--- src/rtl/if_stage_pkg.sv ---
// Shared constants for the fetch stage and the IF/ID register, also used by the decode stage.
package if_stage_pkg;

  localparam int unsigned INSTR_W      = 32;
  localparam int unsigned PC_STEP      = 4;
  localparam logic [INSTR_W-1:0] NOP_INSTR = '0;

  // IF/ID field widths
  localparam int unsigned IFID_INSTR_W = INSTR_W;
  localparam int unsigned IFID_PC_W    = 32;

endpackage

--- src/rtl/if_id_reg.sv ---
// IF/ID pipeline register: bubble clears it, hold freezes it, load captures a new instruction.
module if_id_reg
  import if_stage_pkg::*;
#(
  parameter int unsigned ADDR_W = IFID_PC_W
) (
  input  logic                    clk,
  input  logic                    rst,
  input  logic                    load,
  input  logic                    hold,
  input  logic                    bubble,
  input  logic [IFID_INSTR_W-1:0] instr_in,
  input  logic [ADDR_W-1:0]       pc_in,
  input  logic [ADDR_W-1:0]       pc_plus4_in,
  output logic [IFID_INSTR_W-1:0] ifid_instr,
  output logic [ADDR_W-1:0]       ifid_pc,
  output logic [ADDR_W-1:0]       ifid_pc_plus4,
  output logic                    ifid_valid
);

  // A bubble always carries NOP_INSTR so that valid=0 implies instr=0.
  always_ff @(posedge clk) begin
    if (rst || bubble) begin
      ifid_instr    <= NOP_INSTR;
      ifid_pc       <= '0;
      ifid_pc_plus4 <= '0;
      ifid_valid    <= 1'b0;
    end else if (load && !hold) begin
      ifid_instr    <= instr_in;
      ifid_pc       <= pc_in;
      ifid_pc_plus4 <= pc_plus4_in;
      ifid_valid    <= 1'b1;
    end
  end

endmodule

--- src/rtl/if_stage.sv ---
// Instruction-fetch stage: PC, halt detection and the IF/ID register.
// Optional macro IF_PERF_CNT_EN adds saturating fetch/stall counters.
module if_stage
  import if_stage_pkg::*;
#(
  parameter int unsigned       ADDR_W     = 32,
  parameter int unsigned       IMEM_BYTES = 128,
  parameter logic [ADDR_W-1:0] RESET_PC   = '0
) (
  input  logic               clk,
  input  logic               rst,
  input  logic               stall,
  input  logic               redirect,
  input  logic [ADDR_W-1:0]  redirect_pc,
  output logic [ADDR_W-1:0]  imem_addr,
  input  logic [INSTR_W-1:0] imem_rdata,
  output logic [INSTR_W-1:0] ifid_instr,
  output logic [ADDR_W-1:0]  ifid_pc,
  output logic [ADDR_W-1:0]  ifid_pc_plus4,
  output logic               ifid_valid,
  output logic               fetch_done
`ifdef IF_PERF_CNT_EN
  ,
  output logic [31:0]        perf_fetched,
  output logic [31:0]        perf_stalls
`endif
);

  localparam logic [ADDR_W-1:0] LastPc = ADDR_W'(IMEM_BYTES - PC_STEP);

  logic [ADDR_W-1:0] pc_q, pc_d, pc_plus4;
  logic              halted, load, hold, bubble;

  assign pc_plus4  = pc_q + ADDR_W'(PC_STEP);
  assign halted    = pc_q > LastPc;
  assign imem_addr = pc_q;
  assign fetch_done = halted;

  // Redirect outranks stall; stall outranks the halted bubble.
  assign bubble = redirect || (!stall && halted);
  assign hold   = stall && !redirect;
  assign load   = !stall && !redirect && !halted;

  always_comb begin
    pc_d = pc_q;
    if (redirect) begin
      pc_d = {redirect_pc[ADDR_W-1:2], 2'b00};
    end else if (load) begin
      pc_d = pc_plus4;
    end
  end

  always_ff @(posedge clk) begin
    if (rst) begin
      pc_q <= RESET_PC;
    end else begin
      pc_q <= pc_d;
    end
  end

  if_id_reg #(
    .ADDR_W (ADDR_W)
  ) u_if_id_reg (
    .clk           (clk),
    .rst           (rst),
    .load          (load),
    .hold          (hold),
    .bubble        (bubble),
    .instr_in      (imem_rdata),
    .pc_in         (pc_q),
    .pc_plus4_in   (pc_plus4),
    .ifid_instr    (ifid_instr),
    .ifid_pc       (ifid_pc),
    .ifid_pc_plus4 (ifid_pc_plus4),
    .ifid_valid    (ifid_valid)
  );

`ifdef IF_PERF_CNT_EN
  always_ff @(posedge clk) begin
    if (rst) begin
      perf_fetched <= '0;
      perf_stalls  <= '0;
    end else begin
      if (load && (perf_fetched != '1)) perf_fetched <= perf_fetched + 32'd1;
      if (hold && (perf_stalls != '1)) perf_stalls <= perf_stalls + 32'd1;
    end
  end
`endif

endmodule

--- config.mk ---
export PLATFORM = sky130hd
export DESIGN_NAME = if_stage
export DESIGN_NICKNAME = d
export VERILOG_FILES = /design/src/rtl/if_stage_pkg.sv /design/src/rtl/if_id_reg.sv /design/src/rtl/if_stage.sv
export SDC_FILE = /design/constraint.sdc
export NUM_CORES = 1
export LEC_CHECK = 0
export BUFFER_PORTS_ARGS = -buffer_cell sky130_fd_sc_hd__buf_2
export CORE_MARGIN = 5
export CORE_UTILIZATION = 42
export CTS_CLUSTER_DIAMETER = 40
export DETAILED_ROUTE_END_ITERATION = 12
export GPL_TIMING_DRIVEN = 0
export PLACE_DENSITY = 0.84
export SYNTH_ARGS = -nofsm -noshare
export SYNTH_HDL_FRONTEND = slang
export SYNTH_SLANG_ARGS = --single-unit
--- constraint.sdc ---
create_clock -name clk -period 1.76 [get_ports clk]
set_clock_uncertainty 0.15 [all_clocks]
set_input_delay 0.176 -clock clk [delete_from_list [all_inputs] [get_ports clk]]
set_output_delay 0.176 -clock clk [all_outputs]
set_load 0.02 [all_outputs]
==> reports/metrics.yaml, run 1 <==
crit_arrival_ps: 1830
final_cell_mix: "buf_2 (192), dfxtp_1 (119), dlygate4sd3_1 (68), and3_1 (50), nand2_1 (47)"
path_class: "flip-flop to output pin"
synth_cell_types: 36
synthArstFlopShare_pct: 0
cp-end-kind: "output pin"
tightest_slew_ps: 581.7
grt_pass1_wl_um: 23280
startpoint: "imem_addr[25]"
dp_slack_ps: -347.9
cts_sinks: 123
maxCapViolCount: 0
final_util_pct: 67.95
area_delta_synth_final_pct: 60.59
die-area_mm2: 0.01296
fmax_mhz: 464.8
drv_slew: 0
nNetsFinal: 821
maxSlewHeadroom_pct: 61.22
ant_nets: 0
numCtsBuffers: 17
gp_routability_congestion: 0.8003
clockBufferDepth: 2
dpl.cell_count: 789
rsz0062_at_grt: "yes"
hold_violations: 0
power_switching_w: 0.001686
syn_inst: 456
yosys_register_bits: 123
r2r_start: "imem_addr[25]"
port_buffers: 188
final_common_cell: "buf_2"
cp.required_ps: 1430
p_per_area_mw_per_mm2: 1020
viasPerCell: 5.167
netSwitchingFraction_pct: 22.74
coreArea_mm2: 0.01070
synth_area_per_cell_um2: 9.927
placementRows: 38
antenna_found_initial: 0
post_drt_wl_per_cell_um: 17.12
comb_power_share_pct: 10.9
cts.htree.levels: 4
cts_tree: "yes"
p_seq_share_pct: 38.8
grt.total_usage_pct: 22.78
clkPwrFrac_pct: 50.3
routed_wl_um: 15490
fin_crit_sh_pct: 122.3
drc_errors: 0
io_pins: 198
die_h_um: 113.8
firstDrtPassIters: 5
diodes: 0
violations: "setup timing"
path_clk_slew_ps: 60
dp_hpwl_um: 9938
ys_seq_area_share_pct: 54.39
clk_latency_ps: 510
min-delay-start: "redirect"
synthesis.area_mm2: 0.004527
internal_power_w: 0.005731
crit_path_start_kind: "flip-flop"
setup_violations: 51
cts_root_buffer: "clkbuf_8"
grt_pass1_vias: 4699
drive_gt1_share_pct: 37.39
hold_class: "input pin to flip-flop"
ys_warn_count: 0
overflow: 0
start_util_pct: 42.32
synth_ff_type: "dfxtp_1"
layout_setup_ws_ps: -391.7
cellLeakagePower_nw: 3.492
status: "finished with violations"
grt_max_degree: 17
min_period_ps: 2152
drt_iter0_drc: 367
cp_max_fo: 3
vdd_ir_drop_max_mv: 0.6395
synth_edf_count: 0
num_vias: 4676
layout.cells.non_filler: 905
die_w_um: 113.8
Yosys cell counts (2+ instances only):
| cell type | n | area share, % |
|---|---|---|
| nand3_1 | 10 | 1.1 |
| nor4_1 | 4 | 0.55 |
| nand4_1 | 2 | 0.28 |
| buf_6 | 4 | 0.99 |
| and3_1 | 50 | 6.9 |
| dfxtp_1 | 123 | 54 |
| nor2b_1 | 2 | 0.28 |
| a21oi_1 | 42 | 4.6 |
| or4_4 | 2 | 0.50 |
| clkbuf_1 | 32 | 2.7 |
| buf_1 | 2 | 0.17 |
| a32oi_1 | 4 | 0.77 |
| xnor2_1 | 3 | 0.58 |
| buf_2 | 4 | 0.44 |
| nor2_1 | 29 | 2.4 |
| buf_4 | 9 | 1.5 |
| mux2i_1 | 25 | 5.5 |
| nand2_1 | 48 | 4.0 |
| nor3_1 | 2 | 0.22 |
| nand4b_1 | 40 | 7.7 |
| a21o_1 | 4 | 0.66 |
power by group through the flow:
stage	clock [W]	sequential, W	combinational [W]
6_report	0.00373	0.00288	0.000810
5_1_grt	0.00391	0.00288	0.000863
4_1_cts	0.00378	0.00287	0.000727
3_5_place_dp	0	0.00293	0.000580
3_3_place_gp	0	0.00293	0.000563
2_1_floorplan	0	0.00298	0.000313
layer usage:
metal,global-route usage [%],vias to the layer above,part of all wire [%]
met5,0,-,0
met4,9.897,0,3.1
met1,24.89,2201,38
met2,40.24,231,51
li1,-,2197,-
met3,7.533,47,8.0
worst max-delay path, cell delays in order (launching register included):
cell and delay [ps]:
dfxtp_4 340, or4_4 530, nor3_4 220, nand2_2 90, buf_6 130
final timing paths:
path	to	slack [ps]	cells after the start
min	imem_addr[2]	50	3
min reg2reg	u_if_id_reg.ifid_instr[30]	310	2
max reg2reg	u_if_id_reg.ifid_pc_plus4[7]	-350	8
max	fetch_done	-390	4
final cells by class:
class | count | area, um^2
flip-flops and latches | 123 | 2470
inverters | 1 | 3.754
well taps | 140 | 175.2
fillers | 824 | 3428
plain buffers | 51 | 277.8
multi-input cells | 286 | 1892
clock inverters | 12 | 193.9
repair buffers | 272 | 1812
clock buffers | 20 | 445.4
cell families after synthesis:
| family | share of synthesized area [%] |
|---|---|
| fa+ha+maj | 0.2764 |
| buf+inv | 5.832 |
| simple gates | 25.90 |
| mux | 5.528 |
| xor+xnor | 0.7740 |
| other cells | 0.08284 |
| compound gates | 7.214 |
| flops | 54.39 |
sequential cells by signal, indices dropped and copies added, names as in the netlist:
register                   cells
imem_addr                     30
u_if_id_reg.ifid_instr        32
u_if_id_reg.ifid_pc           30
u_if_id_reg.ifid_pc_plus4     30
u_if_id_reg.ifid_valid         1
timing repair:
| item | 4_1_cts | 5_1_grt |
|---|---|---|
| endpoints found under the hold margin | 63 | 0 |
| hold buffers | 68 | 0 |
| gates cloned | 0 | 2 |
| buffers inserted | 9 | 6 |
| pin swaps | 5 | 9 |
| setup endpoints to repair | 51 | 51 |
| resized for setup | 9 | 24 |
metrics by stage:
stage	setup TNS (ps)	hold WS, ps	power [W]	cell area (um^2)
2_1_floorplan	-3816	135.0	0.003294	4556
3_3_place_gp	-12640	250.8	0.003494	5672
3_5_place_dp	-14930	259.5	0.003514	5672
4_1_cts	-8795	12.18	0.007380	7096
5_1_grt	-15900	50.50	0.007655	7269
6_report	-12130	48.06	0.007417	7269
Note: power is estimated with default switching activity, not from simulation.
==> run 2, diff against run 1 <==
- CORE_UTILIZATION: 42 -> 25
- PLACE_DENSITY: 0.84 -> 0.58
- SLEW_MARGIN: default -> 20
==> run 2 against run 1 <==
Effect of this change: highest routed layer is now met5; die area up 61%; final cell count up 8.4%; non-clock buffer count down 11; largest cell class unchanged; combinational power down 3.2%; worst setup slack better by 82 ps; flip-flop and latch count unchanged; the flow still finishes with violations (setup timing); first-iteration DRC count down 66%.
==> reports/metrics.yaml, run 2 (synthesis gave the netlist of run 1 again) <==
status: "finished with violations"  # unchanged
violations: "setup timing"  # unchanged
cellLeakagePower_nw: 3.451  # was 3.492 nW
layout_setup_ws_ps: -310.1  # was -391.7 ps
grt_max_degree: 17  # unchanged
internal_power_w: 0.005812  # was 0.005731 W
drt_iter0_drc: 126  # was 367
die-area_mm2: 0.02090  # was 0.01296 mm^2
overflow: 0  # unchanged
hold_violations: 0  # unchanged
min_period_ps: 2070  # was 2152 ps
worst-r2r-setup-slack_ps: -270  # was -350 ps
path_class: "flip-flop to output pin"  # unchanged
grt.total_usage_pct: 14.16  # was 22.78%
drv_slew: 0  # unchanged
dp_slack_ps: -369.7  # was -347.9 ps
p_per_area_mw_per_mm2: 1030  # was 1020 mW/mm^2
dp_hpwl_um: 10450  # was 9938 um
routed_wl_um: 15100  # was 15,490 um
cts_tree: "yes"  # unchanged
drive_gt1_share_pct: 35.90  # was 37.39%
vdd_ir_drop_max_mv: 0.6811  # was 0.6395 mV
crit_path_start_kind: "flip-flop"  # unchanged
final_util_pct: 40.59  # was 67.95%
post_drt_wl_per_cell_um: 15.40  # was 17.12 um
start_util_pct: 25.29  # was 42.32%
clk_latency_ps: 410  # was 510 ps
fmax_mhz: 483.1  # was 464.8 MHz
clockBufferDepth: 2  # unchanged
met3_usage_pct: 5.655  # was 7.533%
cp-end-kind: "output pin"  # unchanged
io_pins: 198  # unchanged
cp_max_fo: 3  # unchanged
final_common_cell: "buf_2"  # unchanged
netSwitchingFraction_pct: 22.36  # was 22.74%
largest_register: "u_if_id_reg.ifid_instr"  # unchanged
grt.met2_usage_pct: 22.63  # was 40.24%
tightest_slew_ps: 622.5  # was 581.7 ps
busiest_layer: "met2"  # unchanged
fin_crit_sh_pct: 117.6  # was 122.3%
area_delta_synth_final_pct: 60.53  # was 60.59%
globalRouteMet1Util_pct: 17.48  # was 24.89%
comb_power_share_pct: 10.5  # was 10.9%
p_seq_share_pct: 38.5  # was 38.8%
grt_pass1_vias: 4373  # was 4,699
die_w_um: 144.6  # was 113.8 um
numCtsBuffers: 17  # unchanged
cts.htree.levels: 4  # unchanged
placementRows: 49  # was 38
grt_pass1_wl_um: 23040  # was 23,280 um
cp_slowest_cell: "or4_4"  # unchanged
diodes: 0  # unchanged
coreArea_mm2: 0.01790  # was 0.01070 mm^2
firstDrtPassIters: 4  # was 5
cp.required_ps: 1430  # about the same
path_clk_slew_ps: 60  # about the same
ant_nets: 0  # unchanged
maxCapViolCount: 0  # unchanged
power_switching_w: 0.001674  # was 0.001686 W
nNetsFinal: 810  # was 821
clkPwrFrac_pct: 51.1  # was 50.3%
final_cell_mix: "buf_2 (191), dfxtp_1 (119), dlygate4sd3_1 (62), and3_1 (50), nand2_1 (47)"  # was buf_2 (192), dfxtp_1 (119), dlygate4sd3_1 (68), and3_1 (50), nand2_1 (47)
final_area_mm2: 0.007267  # was 0.007269 mm^2
setup_violations: 51  # unchanged
port_buffers: 188  # unchanged
antenna_found_initial: 3  # was 0
die_h_um: 144.6  # was 113.8 um
num_vias: 4297  # was 4,676
largest_reg_flops: 32  # unchanged
viasPerCell: 4.380  # was 5.167
path_cells: "or4_4, nor3_4, nand2_2, buf_6"  # unchanged
maxSlewHeadroom_pct: 58.50  # was 61.22%
rsz0062_at_grt: "yes"  # unchanged
hold_class: "input pin to flip-flop"  # unchanged
drc_errors: 0  # unchanged
critPathMaxStageDelay_ps: 570  # was 530 ps
placed_area_mm2: 0.005783  # was 0.005672 mm^2
cts_root_buffer: "clkbuf_16"  # was clkbuf_8
gp_routability_congestion: 0.7682  # was 0.8003
cts_sinks: 123  # unchanged
crit_arrival_ps: 1740  # was 1830 ps
[run 2: what timing repair did]
action / CTS / global route
resized for setup: 13 / 15
endpoints found under the hold margin: 62 / 0
setup buffers: 6 / 3
gates cloned: 0 / 2
pin swaps: 4 / 4
hold buffers: 62 / 0
endpoints found under the setup margin: 51 / 51
[run 2: final timing paths]
path,startpoint,to,depth (start not counted)
setup / recovery,imem_addr[25],fetch_done,4
hold / removal,redirect_pc[2],imem_addr[2],3
setup reg to reg,imem_addr[25],u_if_id_reg.ifid_pc_plus4[3],7
hold reg to reg,u_if_id_reg.ifid_pc[4],u_if_id_reg.ifid_pc[4],2
[run 2: through the flow]
step	instances	hold slack [ps]	total power, W	TNS (ps)
finish	981	20.59	0.007486	-10850
global route	981	40.57	0.007788	-14250
CTS	976	3.450	0.007530	-8350
detailed placement	878	245.3	0.003534	-17010
global placement	878	230.9	0.003535	-15730
floorplan	461	135.0	0.003294	-3816
[run 2: power groups by stage]
| stage | sequential [W] | clock (W) | combinational (W) |
|---|---|---|---|
| 6_report | 0.00288 | 0.00382 | 0.000784 |
| 5_1_grt | 0.00288 | 0.00405 | 0.000853 |
| 4_1_cts | 0.00288 | 0.00392 | 0.000730 |
| 3_5_place_dp | 0.00294 | 0 | 0.000598 |
| 3_3_place_gp | 0.00294 | 0 | 0.000599 |
| 2_1_floorplan | 0.00298 | 0 | 0.000313 |
[run 2: cell type report]
cell class | instances | area [um^2]
Fill cell | 1768 | 10640
Clock inverter | 8 | 165.2
Inverter | 1 | 3.754
Tap cell | 229 | 286.5
Timing Repair Buffer | 261 | 1702
Sequential cell | 123 | 2470
Buffer | 51 | 290.3
Clock buffer | 22 | 474.2
Multi-Input combinational cell | 286 | 1876
[run 2: worst max-delay path, delay by kind of cell, from the launching register on]
family	cells	cell delay, ps
and+or+nand+nor	3	850
buffers and inverters	1	140
DFF	1	340
[run 2: metal layers]
layer,wire length [um],vias up
met2,6992,142
met3,1166,24
met1,6627,1952
met4,276,6
met5,41,-
li1,-,2173
==> run 3, diff against run 2 <==
- SETUP_SLACK_MARGIN: default -> 0.3
==> run 3 against run 2 <==
Effect of this change: core utilization is 0.73 points higher; highest routed layer unchanged; worst setup slack better by 7.1 ps; first-iteration DRC count is 10% higher; critical endpoint unchanged; the run still ends with setup timing left; critical path depth stayed put; global-route usage is 0.054 points higher; sequential power hardly changed; largest power group unchanged; die area stayed put; power is 1.4% higher; combinational power is 10% higher; sequential share of layout area is 0.57 points lower.
==> reports/metrics.yaml, run 3 (synthesis gave the netlist of run 1 again) <==
path_cells: "or4_4, nor3_4, nand2_2, buf_6"  # unchanged
path_class: "flip-flop to output pin"  # unchanged
setup_violations: 49  # was 51
placementRows: 49  # unchanged
grt_pass1_wl_um: 23000  # was 23,040 um
maxCapViolCount: 0  # unchanged
die-area_mm2: 0.02090  # unchanged
start_util_pct: 25.29  # unchanged
dp_slack_ps: -350.2  # was -369.7 ps
dp_hpwl_um: 10470  # was 10,450 um
maxSlewHeadroom_pct: 58.16  # was 58.50%
violations: "setup timing"  # unchanged
fmax_mhz: 484.7  # was 483.1 MHz
grt_pass1_vias: 4278  # was 4,373
die_w_um: 144.6  # unchanged
status: "finished with violations"  # unchanged
numCtsBuffers: 17  # unchanged
cts.htree.levels: 4  # unchanged
cp_max_fo: 2  # was 3
drt_iter0_drc: 139  # was 126
cts_sinks: 123  # unchanged
wl_met3_um: 1058  # was 1166 um
critPathMaxStageDelay_ps: 560  # was 570 ps
ant_nets: 0  # unchanged
num_vias: 4368  # was 4,297
fillers: 1779  # was 1,768
drc_errors: 0  # unchanged
crit_path_start_kind: "flip-flop"  # unchanged
top_layer_used: "met5"  # unchanged
final_cell_mix: "buf_2 (191), dfxtp_1 (117), dlygate4sd3_1 (63), and3_1 (50), nand2_1 (47)"  # was buf_2 (191), dfxtp_1 (119), dlygate4sd3_1 (62), and3_1 (50), nand2_1 (47)
layout_setup_ws_ps: -303.0  # was -310.1 ps
largest_reg_flops: 32  # unchanged
cp-end-kind: "output pin"  # unchanged
grt_max_degree: 17  # unchanged
vdd_ir_drop_max_mv: 0.6589  # was 0.6811 mV
hold_class: "input pin to flip-flop"  # unchanged
final_common_cell: "buf_2"  # unchanged
nNetsFinal: 813  # was 810
antenna_found_initial: 3  # unchanged
cp.required_ps: 1430  # about the same
cellLeakagePower_nw: 3.506  # was 3.451 nW
dpl.cell_count: 878  # unchanged
worstPathBufferInverterCount: 1  # unchanged
tightest_slew_ps: 627.6  # was 622.5 ps
routed_wl_um: 15200  # was 15,100 um
io_pins: 198  # unchanged
grt.total_usage_pct: 14.21  # was 14.16%
firstDrtPassIters: 4  # unchanged
p_per_area_mw_per_mm2: 1026  # was 1030 mW/mm^2
final_area_mm2: 0.007398  # was 0.007267 mm^2
worst-r2r-setup-slack_ps: -250  # was -270 ps
cp_slowest_cell: "or4_4"  # unchanged
rsz0062_at_grt: "yes"  # unchanged
area_delta_synth_final_pct: 63.43  # was 60.53%
fin_crit_sh_pct: 117.2  # was 117.6%
coreArea_mm2: 0.01790  # unchanged
cts_root_buffer: "clkbuf_16"  # unchanged
clockBufferDepth: 2  # unchanged
viasPerCell: 4.430  # was 4.380
layout.cells.non_filler: 986  # was 981
overflow: 0  # unchanged
clk_latency_ps: 410  # about the same
wl_met1_um: 6802  # was 6627 um
largest_register: "u_if_id_reg.ifid_instr"  # unchanged
post_drt_wl_per_cell_um: 15.41  # was 15.40 um
die_h_um: 144.6  # unchanged
worst_path_dominant_cell_family: "simple AND/OR/NAND/NOR gates"  # unchanged
path_clk_slew_ps: 60  # about the same
cts_tree: "yes"  # unchanged
gp_routability_congestion: 0.7735  # was 0.7682
port_buffers: 188  # unchanged
crit_arrival_ps: 1740  # about the same
wl_met2_um: 7084  # was 6992 um
drive_gt1_share_pct: 37.09  # was 35.90%
min_period_ps: 2063  # was 2070 ps
hold_violations: 0  # unchanged
placed_area_mm2: 0.005783  # unchanged
drv_slew: 0  # unchanged
[run 3: path summary, 6_finish.rpt]
check,from,endpoint,cells past startpoint
worst max-delay path,imem_addr[26],fetch_done,4
worst min-delay path,rst,imem_addr[2],3
worst max register to register,imem_addr[26],imem_addr[2],6
worst min register to register,u_if_id_reg.ifid_instr[0],u_if_id_reg.ifid_instr[0],2
[run 3: layout make-up]
| class | instances | area, um^2 | share of cell area, % |
|---|---|---|---|
| timing repair buffer | 264 | 1809 | 24.45 |
| buffer | 51 | 299.0 | 4.042 |
| sequential | 123 | 2472 | 33.42 |
| clock buffer | 24 | 523.0 | 7.069 |
| inverter | 1 | 3.754 | 0.05074 |
| multi-input combinational | 286 | 1869 | 25.27 |
| clock inverter | 6 | 130.1 | 1.759 |
| tap | 229 | 286.5 | 3.873 |
| antenna | 2 | 5.005 | 0.06765 |
[run 3: metal layers]
metal / GRT usage (%) / up-vias
met5: 0 / -
met4: 3.976 / 2
met3: 5.126 / 21
met2: 23.02 / 146
met1: 17.89 / 2018
li1: - / 2181
[run 3: worst reg2reg max path, stage by stage (launching register included)]
cell and delay, ps:
dfxtp_2 310, or4_4 560, buf_6 140, nor4_4 240, buf_6 160, nand2_4 80, a2111oi_4 270
[run 3: timing repair]
| action | 4_1_cts | 5_1_grt |
|---|---|---|
| hold buffers | 63 | 0 |
| pin swaps | 6 | 6 |
| gates resized for setup | 26 | 12 |
| hold endpoints to repair | 63 | 0 |
| gates cloned | 4 | 0 |
| setup buffers | 8 | 1 |
| setup endpoints to repair | 54 | 52 |
[run 3: per-stage QoR]
stage / hold slack [ps] / TNS (ps) / utilization, % / power, W
final: 62.72 / -10240 / 41.33 / 0.007591
after global routing: 86.12 / -14150 / 41.33 / 0.007904
after CTS: 48.27 / -10040 / 40.96 / 0.007673
after detailed placement: 230.6 / -16520 / 32.30 / 0.003533
after global placement: 230.8 / -16150 / 32.30 / 0.003534
after floorplan: 135.0 / -3810 / - / 0.003294
[run 3: where the power goes]
part,internal [W],switching (W),total [W]
combinational,0.000440,0.000425,0.000865
sequential,0.00283,0.0000459,0.00288
clock,0.00263,0.00122,0.00385
